$ cat src/rtl/shift_sub_divider.sv
// shift_sub_divider
//   Sequential restoring (shift-subtract) unsigned divider. It produces one
//   quotient bit per clock. A start/end_op handshake frames each operation,
//   and a zero divisor is flagged instead of being iterated.
//
//   state | meaning
//   ------+-------------------------------------------------------------
//   IDLE  | waiting for start; outputs hold the last result
//   RUN   | N shift-subtract iterations; busy=1; outputs still hold
//   DONE  | one cycle with end_op=1; start here begins the next operation
//
// Ports
//   clk          rising-edge clock
//   rst          synchronous reset, active low
//   start        request, sampled in IDLE or DONE
//   dividend     numerator, captured with start
//   divisor      denominator, captured with start
//   quotient     result quotient (all ones when dividing by zero)
//   remainder    result remainder (the dividend when dividing by zero)
//   busy         high while iterating
//   end_op       one-cycle pulse when the results are valid
//   div_by_zero  set with end_op if the captured divisor was 0; held
module shift_sub_divider #(
    parameter int N = 8
) (
    input  logic         clk,
    input  logic         rst,
    input  logic         start,
    input  logic [N-1:0] dividend,
    input  logic [N-1:0] divisor,
    output logic [N-1:0] quotient,
    output logic [N-1:0] remainder,
    output logic         busy,
    output logic         end_op,
    output logic         div_by_zero
);

    localparam int CW = $clog2(N + 1);

    typedef enum logic [1:0] {IDLE, RUN, DONE} state_t;

    state_t          state_q, state_d;
    logic [N:0]      a_q, a_d;
    logic [N-1:0]    q_q, q_d;
    logic [N-1:0]    b_q, b_d;
    logic [CW-1:0]   cnt_q, cnt_d;
    logic [N-1:0]    quotient_q, quotient_d;
    logic [N-1:0]    remainder_q, remainder_d;
    logic            busy_q, busy_d;
    logic            end_op_q, end_op_d;
    logic            dbz_q, dbz_d;

    logic [N:0]      a_sh;
    logic [N:0]      diff;

    // After every restore the partial remainder is below the divisor. This
    // means the sign bit of the held A is always 0, so the shift never reads it.
    logic            unused_a_sign;
    assign unused_a_sign = a_q[N];

    always_comb begin
        state_d     = state_q;
        a_d         = a_q;
        q_d         = q_q;
        b_d         = b_q;
        cnt_d       = cnt_q;
        quotient_d  = quotient_q;
        remainder_d = remainder_q;
        busy_d      = busy_q;
        end_op_d    = 1'b0;
        dbz_d       = dbz_q;

        a_sh = {a_q[N-1:0], q_q[N-1]};
        diff = a_sh - {1'b0, b_q};

        case (state_q)
            IDLE, DONE: begin
                busy_d = 1'b0;
                if (start) begin
                    if (divisor == '0) begin
                        quotient_d  = '1;
                        remainder_d = dividend;
                        dbz_d       = 1'b1;
                        end_op_d    = 1'b1;
                        state_d     = DONE;
                    end else begin
                        a_d     = '0;
                        q_d     = dividend;
                        b_d     = divisor;
                        cnt_d   = CW'(N);
                        busy_d  = 1'b1;
                        state_d = RUN;
                    end
                end else begin
                    state_d = IDLE;
                end
            end
            RUN: begin
                busy_d = 1'b1;
                cnt_d  = cnt_q - CW'(1);
                // A non-negative difference means the divisor fits, so we keep
                // it. Otherwise we restore the shifted value.
                if (!diff[N]) begin
                    a_d = diff;
                    q_d = {q_q[N-2:0], 1'b1};
                end else begin
                    a_d = a_sh;
                    q_d = {q_q[N-2:0], 1'b0};
                end
                if (cnt_q == CW'(1)) begin
                    quotient_d  = q_d;
                    remainder_d = a_d[N-1:0];
                    dbz_d       = 1'b0;
                    end_op_d    = 1'b1;
                    busy_d      = 1'b0;
                    state_d     = DONE;
                end
            end
            default: state_d = IDLE;
        endcase
    end

    always_ff @(posedge clk) begin
        if (!rst) begin
            state_q     <= IDLE;
            a_q         <= '0;
            q_q         <= '0;
            b_q         <= '0;
            cnt_q       <= '0;
            quotient_q  <= '0;
            remainder_q <= '0;
            busy_q      <= 1'b0;
            end_op_q    <= 1'b0;
            dbz_q       <= 1'b0;
        end else begin
            state_q     <= state_d;
            a_q         <= a_d;
            q_q         <= q_d;
            b_q         <= b_d;
            cnt_q       <= cnt_d;
            quotient_q  <= quotient_d;
            remainder_q <= remainder_d;
            busy_q      <= busy_d;
            end_op_q    <= end_op_d;
            dbz_q       <= dbz_d;
        end
    end

    assign quotient    = quotient_q;
    assign remainder   = remainder_q;
    assign busy        = busy_q;
    assign end_op      = end_op_q;
    assign div_by_zero = dbz_q;

endmodule
$ cat config.mk
export PLATFORM = sky130hd
export DESIGN_NAME = shift_sub_divider
export DESIGN_NICKNAME = d
export VERILOG_FILES = /design/src/rtl/shift_sub_divider.sv
export SDC_FILE = /design/constraint.sdc
export NUM_CORES = 1
export LEC_CHECK = 0
export CAP_MARGIN = 10
export CORE_MARGIN = 4
export CORE_UTILIZATION = 50
export DETAILED_ROUTE_END_ITERATION = 12
export PLACE_DENSITY = 0.75
export SYNTH_ARGS = -nofsm -noshare
export SYNTH_HDL_FRONTEND = slang
export SYNTH_SLANG_ARGS = --single-unit
$ cat constraint.sdc
create_clock -name clk -period 6.21 [get_ports clk]
set_input_delay 0.621 -clock clk [delete_from_list [all_inputs] [get_ports clk]]
set_output_delay 0.621 -clock clk [all_outputs]
set_load 0.01 [all_outputs]
==> Flow_metrics.wiki, run 1 <==
{| class="wikitable"
! Metric !! Value
|-
| Number of DRC markers in iteration 0 || 218
|-
| Share of Yosys cell area claimed by the top area cell type || 0.3830
|-
| Post-Route Hold Slack || 456.0 ps
|-
| Final clock skew || 8.987 ps
|-
| Clock sinks || 49
|-
| Crit path capture type || flop
|-
| Type of the setup path with the least slack || in2reg
|-
| Most repeated cell in the gate-level netlist after synthesis || nand2_1
|-
| Transition time at the pin with the least slew margin || ~950 ps
|-
| Gate count of the mapped netlist || 311
|-
| Worst Hold Endpoint || b_q[5]$_SDFFE_PN0N_
|-
| Post-cts resize count || 0
|-
| Int Power || 0.6090 mW
|-
| Final routed DRC violation total || 0
|-
| Static leakage power || 1.180 nW
|-
| Clock network fraction of total power || 0.257
|-
| Run status || finished, final reports clean
|-
| Count of standard-cell rows || 25
|-
| PD cells || 302.1 nW/um^2
|-
| Achievable clock frequency || between 300 and 400 MHz
|-
| Antenna violations before repair || 0
|-
| Flop-to-flop setup slack || 3120 ps
|-
| TritonCTS clock tree || done
|-
| Routed len/inst || 14.91 um
|-
| Final routed wirelength across all metal layers || 6098 um
|-
| Share of synthesized registers carrying an async set or reset || 0
|-
| Die footprint || 6331 um^2
|-
| Total Routing Usage GR || 0.2054
|-
| # Max-Cap Violations || 0
|-
| Num CTS Buffers || 5
|-
| Share of total power in sequential cells || 0.385
|-
| Cell count of the worst reg-to-reg path || 6
|-
| Antenna diode count || 0
|-
| I/O Pins || 38
|-
| Mean Syn Cell Area || 8.235 um^2
|-
| Half-perimeter wire length of the detailed placement result || approximately 4400 um
|-
| Dominant register cell in the synthesized netlist || dfxtp_1
|-
| Post-synthesis instance area || 2561 um^2
|-
| Leading post-synthesis cells by cell area || dfxtp_1 38%, nand2_1 7.8%, ha_1 4.9%
|-
| Final setup viols || 0
|-
| H-tree Lvls || 2
|-
| Switching power || 0.3198 mW
|-
| Highest net fanout along the worst path || 27
|-
| Largest stage delay, worst path || 1070 ps
|-
| Buffer and inverter count on the worst path || 2
|-
| Flop and latch count out of synthesis || 49
|-
| Clock-pin transition on the worst setup and hold timing paths || 90 ps
|-
| Comb pwr share || 0.357
|-
| CTS Root Cell || clkbuf_8
|-
| Routed Antenna Nets || 0
|-
| Final setup slack of the worst path || 2925 ps
|-
| Wire length of the first global-routing pass || 10250 um
|-
| RR Endpoint || remainder[2]$_SDFFE_PN0P_
|-
| Final hold vios || 0
|-
| Library cells used by synthesis || 53
|-
| RSZ-0062 raised after global routing || false
|-
| Type of the worst min-delay path || reg2reg
|-
| Number of synthesized flops with an enable pin || 0
|-
| Congestion Overflow GR || 0
|-
| Most frequent cells after synthesis || 53 x nand2_1, 49 x dfxtp_1, 23 x nor2_1
|-
| Initial core utilization || 0.5283
|-
| Height of the die || 79.57 um
|-
| Net count reported at finish || 371
|-
| Seq/Total Area, Yosys || 0.3830
|-
| Cell class contributing the biggest share of worst-path delay || buffers and inverters
|-
| Placeable core region || 4848 um^2
|-
| Maximum number of pins on one net before global-route repair || 30
|-
| Average vias per placed instance || 5.699
|-
| Total number of vias || 2331
|-
| Number of buffers added on ports || 37
|-
| Layout Area Growth over Synthesis || 20.03%
|-
| Vias in the first global route || 2192
|-
| Start point of the worst min-delay path || b_q[5]$_SDFFE_PN0N_
|-
| Skew-Pair Late Insertion Delay || 310 ps
|-
| GPL Wtd Cong || a little under 0.9
|-
| Launching element type of the critical path || input pin
|-
| Worst-case vdd ir drop || 0.1404 mV
|-
| Minimum clock period || between 3000 and 4000 ps
|-
| Max clock buf depth || 2
|-
| Total Power Consumption || 0.9288 mW
|-
| Sw Share || 0.3443
|-
| Overall die width || 79.57 um
|-
| Fin crit share || 0.5289
|-
| Cell taking the most area after synthesis || dfxtp_1
|-
| Hold-fix buffer count after cts || 0
|-
| Worst-case headroom to the max-slew limit || 0.3648
|-
| Hold-critical path depth || 2
|-
| Fraction of final layout cells sized beyond drive strength 1 || 0.06433
|-
| Pre-CTS WS || 2600 ps
|-
| Critical Path AT || 3520 ps
|-
| TritonRoute pass-1 iters || 4
|-
| Fin. max-slew vios || 0
|-
| Net count of the mapped netlist || 341
|-
| Setup TNS || 0 ps
|-
| Number of setup buffers added after CTS || 0
|-
| Slowest cell on crit path || clkdlybuf4s50_1
|-
| Crit-path cells || clkdlybuf4s50_1, clkinv_1, nor3_1, nand2_1, o21ai_1
|-
| Ys Warns || 0
|-
| Worst r2r src || state_q[0]$_SDFFE_PN0N_
|-
| Worst EP required || 6450 ps
|}
==> state kept, by name, indices dropped and copies added (netlist names) <==
register     cells
quotient         8
q_q              8
end_op           1
cnt_q            4
b_q              8
remainder        8
busy             1
a_q              8
div_by_zero      1
state_q          2
==> per-stage QoR <==
stage / utilization / std cells / instance area, um^2
6_report: 0.6341 / 409 / 3074
5_1_grt: 0.6341 / 409 / 3074
4_1_cts: 0.6341 / 409 / 3074
3_5_place_dp: 0.6093 / 401 / 2954
3_3_place_gp: 0.6093 / 401 / 2954
2_1_floorplan: - / 311 / 2561
==> kinds of logic after synthesis <==
family          after synthesis  synth area share
compound gates               88            0.2321
xor+xnor                      3           0.01026
fa+ha+maj                    11           0.05667
buf+inv                      30           0.05031
flops                        49            0.3830
mux                           4           0.02101
simple gates                126            0.2467
==> worst reg2reg max path, cell delays in order, from the launching register on <==
cell and delay (ps):
dfxtp_1 370, nor2b_1 760, nand2_1 490, o21ai_2 530, o21ai_0 270, or4b_1 530, nand3_1 100
==> routing by layer <==
| metal | track usage | vias up | part of all wire |
|---|---|---|---|
| li1 | - | 1173 | - |
| met1 | 0.2690 | 1086 | 0.47 |
| met2 | 0.3255 | 63 | 0.46 |
| met3 | 0.04515 | 9 | 0.052 |
| met4 | 0.08419 | 0 | 0.016 |
| met5 | 0 | - | 0 |
==> worst max-delay path by stage <==
stage                                    from                        end  cells after the start
final                                     rst        a_q[7]$_SDFFE_PN0P_                      5
after global placement                    rst        a_q[3]$_SDFFE_PN0P_                      5
after detailed placement                  rst        a_q[4]$_SDFFE_PN0P_                      5
after CTS                                 rst        a_q[4]$_SDFFE_PN0P_                      5
after floorplan           q_q[7]$_SDFFE_PN0P_  remainder[0]$_SDFFE_PN0P_                     11
after global routing                      rst        a_q[6]$_SDFFE_PN0P_                      5
==> cell usage in the layout (no fill, tap or decap), types with 6 or more instances in the layout <==
cell type,n
dfxtp_1,49
or3_1,6
clkdlybuf4s50_1,37
a311oi_1,6
nor2_1,23
o21ai_1,13
nand2_1,53
nand3_1,6
a31oi_1,6
ha_1,10
inv_1,13
clkbuf_8,6
o21ai_0,12
a21oi_1,21
nand2b_1,7
==> final cells by class <==
| type | count | area, um^2 |
|---|---|---|
| Fill cell | 425 | 1774 |
| Multi-Input combinational cell | 232 | 1451 |
| Sequential cell | 49 | 980.9 |
| Timing Repair Buffer | 39 | 385.4 |
| Tap cell | 67 | 83.83 |
| Clock buffer | 6 | 82.58 |
| Inverter | 14 | 52.55 |
| Clock inverter | 2 | 37.54 |
==> power by group through the flow <==
stage	clock network (mW)	logic [mW]	registers, mW
finish	0.239	0.332	0.358
global route	0.257	0.367	0.361
CTS	0.244	0.330	0.358
detailed placement	0	0.327	0.365
global placement	0	0.324	0.364
floorplan	0	0.261	0.361
No activity file was read; power rests on OpenSTA's default activity.
==> inputs of run 2 (changes only) <==
- clock period: 6.21 -> 3.2 ns (I/O delays scaled with it)
==> Flow_metrics.wiki, run 2 (synthesis gave the netlist of run 1 again) <==
{| class="wikitable"
! Metric !! Value
|-
| CTS Root Cell || clkbuf_8
|-
| TritonRoute pass-1 iters || 4
|-
| Critical Path AT || around 2900 ps
|-
| # Max-Cap Violations || 0
|-
| PD cells || 564.8 nW/um^2
|-
| Share of total power in sequential cells || 0.395
|-
| Layout Area Growth over Synthesis || 21.20%
|-
| Int Power || 1.134 mW
|-
| Hold-critical path depth || 2
|-
| Congestion Overflow GR || 0
|-
| Cell count of the worst reg-to-reg path || 10
|-
| Count of standard-cell rows || 25
|-
| Flop-to-flop setup slack || 520 ps
|-
| Fin crit share || 0.8364
|-
| Worst Hold Endpoint || b_q[6]$_SDFFE_PN0N_
|-
| Start point of the worst min-delay path || b_q[6]$_SDFFE_PN0N_
|-
| Type of the setup path with the least slack || reg2reg
|-
| Average vias per placed instance || 5.651
|-
| Net count reported at finish || 377
|-
| Static leakage power || 1.207 nW
|-
| Launching element type of the critical path || flop
|-
| Transition time at the pin with the least slew margin || 1044 ps
|-
| Clock-pin transition on the worst setup and hold timing paths || roughly 90 ps
|-
| Routed len/inst || about 15 um
|-
| Final setup viols || 0
|-
| Worst r2r src || q_q[7]$_SDFFE_PN0P_
|-
| Sw Share || 0.3533
|-
| TritonCTS clock tree || done
|-
| Setup TNS || 0 ps
|-
| Antenna diode count || 0
|-
| Comb pwr share || 0.369
|-
| Worst-case headroom to the max-slew limit || 0.3037
|-
| Combined area of the multi-input logic cells || 1451 um^2
|-
| Routed Antenna Nets || 0
|-
| RR Endpoint || remainder[2]$_SDFFE_PN0P_
|-
| GPL Wtd Cong || slightly below 0.9
|-
| Final routed DRC violation total || 0
|-
| Wire length of the first global-routing pass || 10470 um
|-
| Height of the die || 79.57 um
|-
| Post-cts resize count || 0
|-
| Leading cell type in the layout, fill and taps excluded || nand2_1
|-
| Max clock buf depth || 2
|-
| Num CTS Buffers || 5
|-
| Worst EP required || approximately 3500 ps
|-
| Share of the core filled with cells || 0.6403
|-
| Footprint of the flip-flops and latches || 980.9 um^2
|-
| RSZ-0062 raised after global routing || false
|-
| Overall die width || 79.57 um
|-
| Maximum number of pins on one net before global-route repair || 29
|-
| Crit path capture type || flop
|-
| Initial core utilization || 0.5283
|-
| Minimum clock period || 2676 ps
|-
| Highest net fanout along the worst path || 16
|-
| Number of buffers added on ports || 37
|-
| Fraction of final layout cells sized beyond drive strength 1 || 0.08046
|-
| I/O Pins || 38
|-
| Run status || finished, final reports clean
|-
| Fin. max-slew vios || 0
|-
| Half-perimeter wire length of the detailed placement result || 4671 um
|-
| Final hold vios || 0
|-
| Total number of vias || 2345
|-
| Hold-fix buffer count after cts || 0
|-
| Number of DRC markers in iteration 0 || roughly 180
|-
| Worst-case vdd ir drop || ~0.29 mV
|-
| Vias in the first global route || 2186
|-
| Skew-Pair Late Insertion Delay || 300 ps
|-
| Final clock skew || 6.423 ps
|-
| Switching power || 0.6195 mW
|-
| Antenna violations before repair || 0
|-
| Final routed wirelength across all metal layers || 6165 um
|-
| Achievable clock frequency || ~370 MHz
|-
| Type of the worst min-delay path || reg2reg
|-
| Number of setup buffers added after CTS || 0
|-
| Die footprint || ~6300 um^2
|-
| Total Routing Usage GR || 0.2066
|-
| Highest-count cells in the layout ignoring fill and taps || 53 x nand2_1, 49 x dfxtp_1, 37 x clkdlybuf4s50_1, 23 x nor2_1, 21 x a21oi_1
|-
| H-tree Lvls || 2
|-
| Number of filler instances in the final layout || 430
|-
| Total Power Consumption || 1.753 mW
|-
| Clock network fraction of total power || 0.235
|-
| Clock sinks || 49
|-
| Post-Route Hold Slack || 461.1 ps
|-
| Placeable core region || approximately 4800 um^2
|}
-- run 2: cell count changes in the layout (fill, tap and decap cells not counted), sizes merged --
cell      before  now
clkinvlp       1    0
inv           13   14
buf            2    8
clkbuf         6    7
bufinv         1    0
-- run 2: power by group through the flow --
stage	clock network (mW)	registers, mW	logic (mW)
2_1_floorplan	0	0.701	0.506
3_3_place_gp	0	0.706	0.633
3_5_place_dp	0	0.707	0.641
4_1_cts	0.423	0.693	0.646
5_1_grt	0.450	0.702	0.714
6_report	0.413	0.693	0.648
-- run 2: layer usage --
layer	track usage	wire length (um)	part of all wire
met2	0.3272	2770	0.45
met5	0	0	0
met4	0.04811	55	0.0089
met3	0.04289	307	0.050
met1	0.2877	3031	0.49
-- run 2: how the worst max path moves through the flow --
stage	startpoint	slack, ps	endpoint	cells past startpoint
after global routing	q_q[7]$_SDFFE_PN0P_	400	remainder[4]$_SDFFE_PN0P_	10
after global placement	q_q[7]$_SDFFE_PN0P_	620	remainder[2]$_SDFFE_PN0P_	10
after CTS	q_q[7]$_SDFFE_PN0P_	530	remainder[2]$_SDFFE_PN0P_	10
final	q_q[7]$_SDFFE_PN0P_	520	remainder[2]$_SDFFE_PN0P_	10
after floorplan	q_q[7]$_SDFFE_PN0P_	840	remainder[0]$_SDFFE_PN0P_	11
after detailed placement	q_q[7]$_SDFFE_PN0P_	550	remainder[2]$_SDFFE_PN0P_	10
-- run 2: final cells by class --
| cell class | count | share of cell area |
|---|---|---|
| well taps | 67 | 0.02701 |
| multi-input cells | 232 | 0.4676 |
| inverters | 14 | 0.01693 |
| clock buffers | 7 | 0.03104 |
| repair buffers | 45 | 0.1387 |
| flip-flops and latches | 49 | 0.3160 |
| clock inverters | 1 | 0.002821 |
-- run 2: critical path, stage by stage (launching register included) --
cell	delay, ps
dfxtp_1	320
inv_1	90
ha_1	160
inv_1	50
fa_1	410
a211oi_2	370
nor3_4	110
mux2i_4	220
nor2_4	340
or4b_1	460
nand3_1	90
-- run 2: stage by stage --
stage | std cells | cell area, um^2 | setup slack [ps]
after floorplan | 311 | 2561 | 838.6
after global placement | 407 | 2999 | 617.4
after detailed placement | 407 | 2999 | 551.1
after CTS | 415 | 3104 | 528.4
after global routing | 415 | 3104 | 395.9
final | 415 | 3104 | 523.7
==> RTL edit: new RTL, config.mk and constraints of run 1 <==
Set the parameter `N` to 16 (it was 8).
--- a/src/rtl/shift_sub_divider.sv
+++ b/src/rtl/shift_sub_divider.sv
@@ -21,7 +21,7 @@
 //   end_op       one-cycle pulse when the results are valid
 //   div_by_zero  set with end_op if the captured divisor was 0; held
 module shift_sub_divider #(
-    parameter int N = 8
+    parameter int N = 16
 ) (
     input  logic         clk,
     input  logic         rst,
Interface: changed (resized dividend, divisor, quotient and remainder); port bits go from 38 to 70. The function was not compared with the original's and may differ.
==> RTL edit against run 1 <==
  * Fmax rose by 2.9%
  * Total power rose by 79%
  * Routed wire length up 93%
  * Final area rose by 79%
  * Synthesized cell count is 86% higher
  * Sequential cell count up 41
  * Utilization shrank 1.4 points
  * Critical path depth is 6 higher
  * Combinational power grew 84%
  * Global-route usage is 1.3 points higher
  * Synthesized area rose by 80%
  * Worst setup slack improved by 93 ps
  * Clock skew up 8.1 ps
  * Critical path type is now reg -> reg
==> RTL edit: results (changes against run 1) <==
----------------------------------------------------
[Global routing]
  Met2 GRT Util ... 0.362 (+0.0366)
  Met1 demand-to-capacity share in global routing ... 0.288 (+0.0194)
  Overall fraction of global-route tracks in use ... 0.218 (+0.0126)
  Wire length of the first global-routing pass ... 19600 um (+91%)
  Initial antenna violation count ... 0 (unchanged)
  Pin count of the biggest net entering global routing ... 79 (+160%)
  GR Util met3 ... 0.0329 (-0.0122)

[Detailed routing]
  First-pass iteration count of the detailed router ... 5 (+1)
  DRC violation total after the first TritonRoute iteration ... 232 (+6.4%)
  Aggregate routed wire length ... 11800 um (+93%)
  Overall via count from detail_route ... 4248 (+82%)

[Clock tree]
  H-tree depth ... 3 (+1)
  TritonCTS buffer count ... 9 (+4)
  Clock latency on the worst-skew pair ... 370 ps (+60 ps)

[Timing]
  Worst-Margin Slew ... 1030 ps (+73.6 ps)
  Worst clock skew on the final layout ... 17.1 ps (+8.11 ps)
  Aggregate negative setup slack ... 0 ps (unchanged)

[Synthesis]
  Adder-cell share of the synthesized area ... 0.0532 (-0.00342)
  Leading cell types by total area after synthesis ... sky130_fd_sc_hd__dfxtp_1 39%, sky130_fd_sc_hd__nand2_1 9.1%, sky130_fd_sc_hd__ha_1 4.9%
  Number of nets produced by synthesis ... 631 (+85%)
  Compound-gate portion of the synthesized area ... 0.232 (about the same)
  Top cell types by occurrence after synthesis ... 112 x sky130_fd_sc_hd__nand2_1, 90 x sky130_fd_sc_hd__dfxtp_1, 39 x sky130_fd_sc_hd__o21ai_0, 37 x sky130_fd_sc_hd__a21oi_1, 31 x sky130_fd_sc_hd__nor2_1
  Fraction of registers with async set/reset ... 0 (unchanged)
  Multiplexer area fraction after synthesis ... 0.0185 (-0.00253)
  Synth Area in XOR/XNOR ... 0.0228 (+0.0126)
  Proportion of synthesized chip area in sequential cells ... 0.391 (+0.00820)

[Critical path]
  Cell family contributing the most delay on the critical path ... compound AO/OA/AOI/OAI gates
  Largest stage delay, worst path ... 650 ps (-420 ps)
  Worst Path Arrival ... 3510 ps (about the same)
  Biggest fanout along the worst timing path ... 25 (-7.4%)
  Critical Path Slowest Stage Cell ... sky130_fd_sc_hd__o221ai_4

[Pwr]
  Static Leakage ... 2.10 nW (+78%)
  Worst vdd rail ir drop ... 0.146 mV (+4.3%)
  Internal power ... 1.04 mW (+71%)

[Place]
  Final weighted congestion in routability-driven placement ... 0.856 (-1.1%)
  Post-Place Setup Slack ... 2890 ps (+295 ps)
  Detailed Place HPWL ... 8590 um (+94%)
  Port-buffer cells ... 69 (+86%)

[Cells and area]
  Fillers ... 791 (+86%)
  Share of layout cells above drive strength 1 ... 0.0603 (-0.00401)
  Net count, final ... 679 (+83%)

[Status]
  Status ... finished, final reports clean

----------------------------------------------------
[RTL edit: cell count changes after synthesis, sizes merged, moves of 11 or more]
cell | run 1 | this run
dfxtp | 49 | 90
clkbuf | 12 | 26
o211ai | 1 | 13
a21boi | 5 | 20
nor3 | 4 | 18
a21oi | 21 | 39
nor3b | 3 | 14
nand2 | 53 | 112
o21ai | 26 | 50
[RTL edit: per-layer routing]
metal,part of all wire,up-vias
met5,0,-
met4,0.022,0
met3,0.050,18
met2,0.48,114
met1,0.45,2011
li1,-,2105
[RTL edit: final timing paths]
check          start            to  slack [ps]  depth (start not counted)
max          q_q[15]  remainder[0]        3020                         11
min           b_q[2]        b_q[2]         470                          2
max reg2reg  q_q[15]  remainder[0]        3020                         11
min reg2reg   b_q[2]        b_q[2]         470                          2
[RTL edit: per-stage QoR]
step           power (mW)  cells  hold WS, ps  cell area [sq um]   util
2_1_floorplan        1.15    577          443               4610      -
3_3_place_gp         1.25    722          454               5300  0.599
3_5_place_dp         1.27    722          460               5300  0.599
4_1_cts              1.66    738          473               5490  0.620
5_1_grt              1.76    738          497               5490  0.620
6_report             1.66    738          469               5490  0.620
[RTL edit: area by class of cell]
cell class | count | area (sq um) | share of cell area
multi-input combinational | 428 | 2560 | 0.466
timing repair buffer | 74 | 723 | 0.132
sequential | 90 | 1800 | 0.328
inverter | 22 | 82.6 | 0.0150
tap | 108 | 135 | 0.0246
clock inverter | 6 | 53.8 | 0.00980
clock buffer | 10 | 138 | 0.0251
[RTL edit: power by group through the flow]
stage / clock (mW) / sequential (mW) / combinational (mW)
floorplan: 0 / 0.659 / 0.490
global placement: 0 / 0.665 / 0.588
detailed placement: 0 / 0.666 / 0.602
CTS: 0.403 / 0.653 / 0.606
global route: 0.427 / 0.660 / 0.672
finish: 0.399 / 0.654 / 0.610
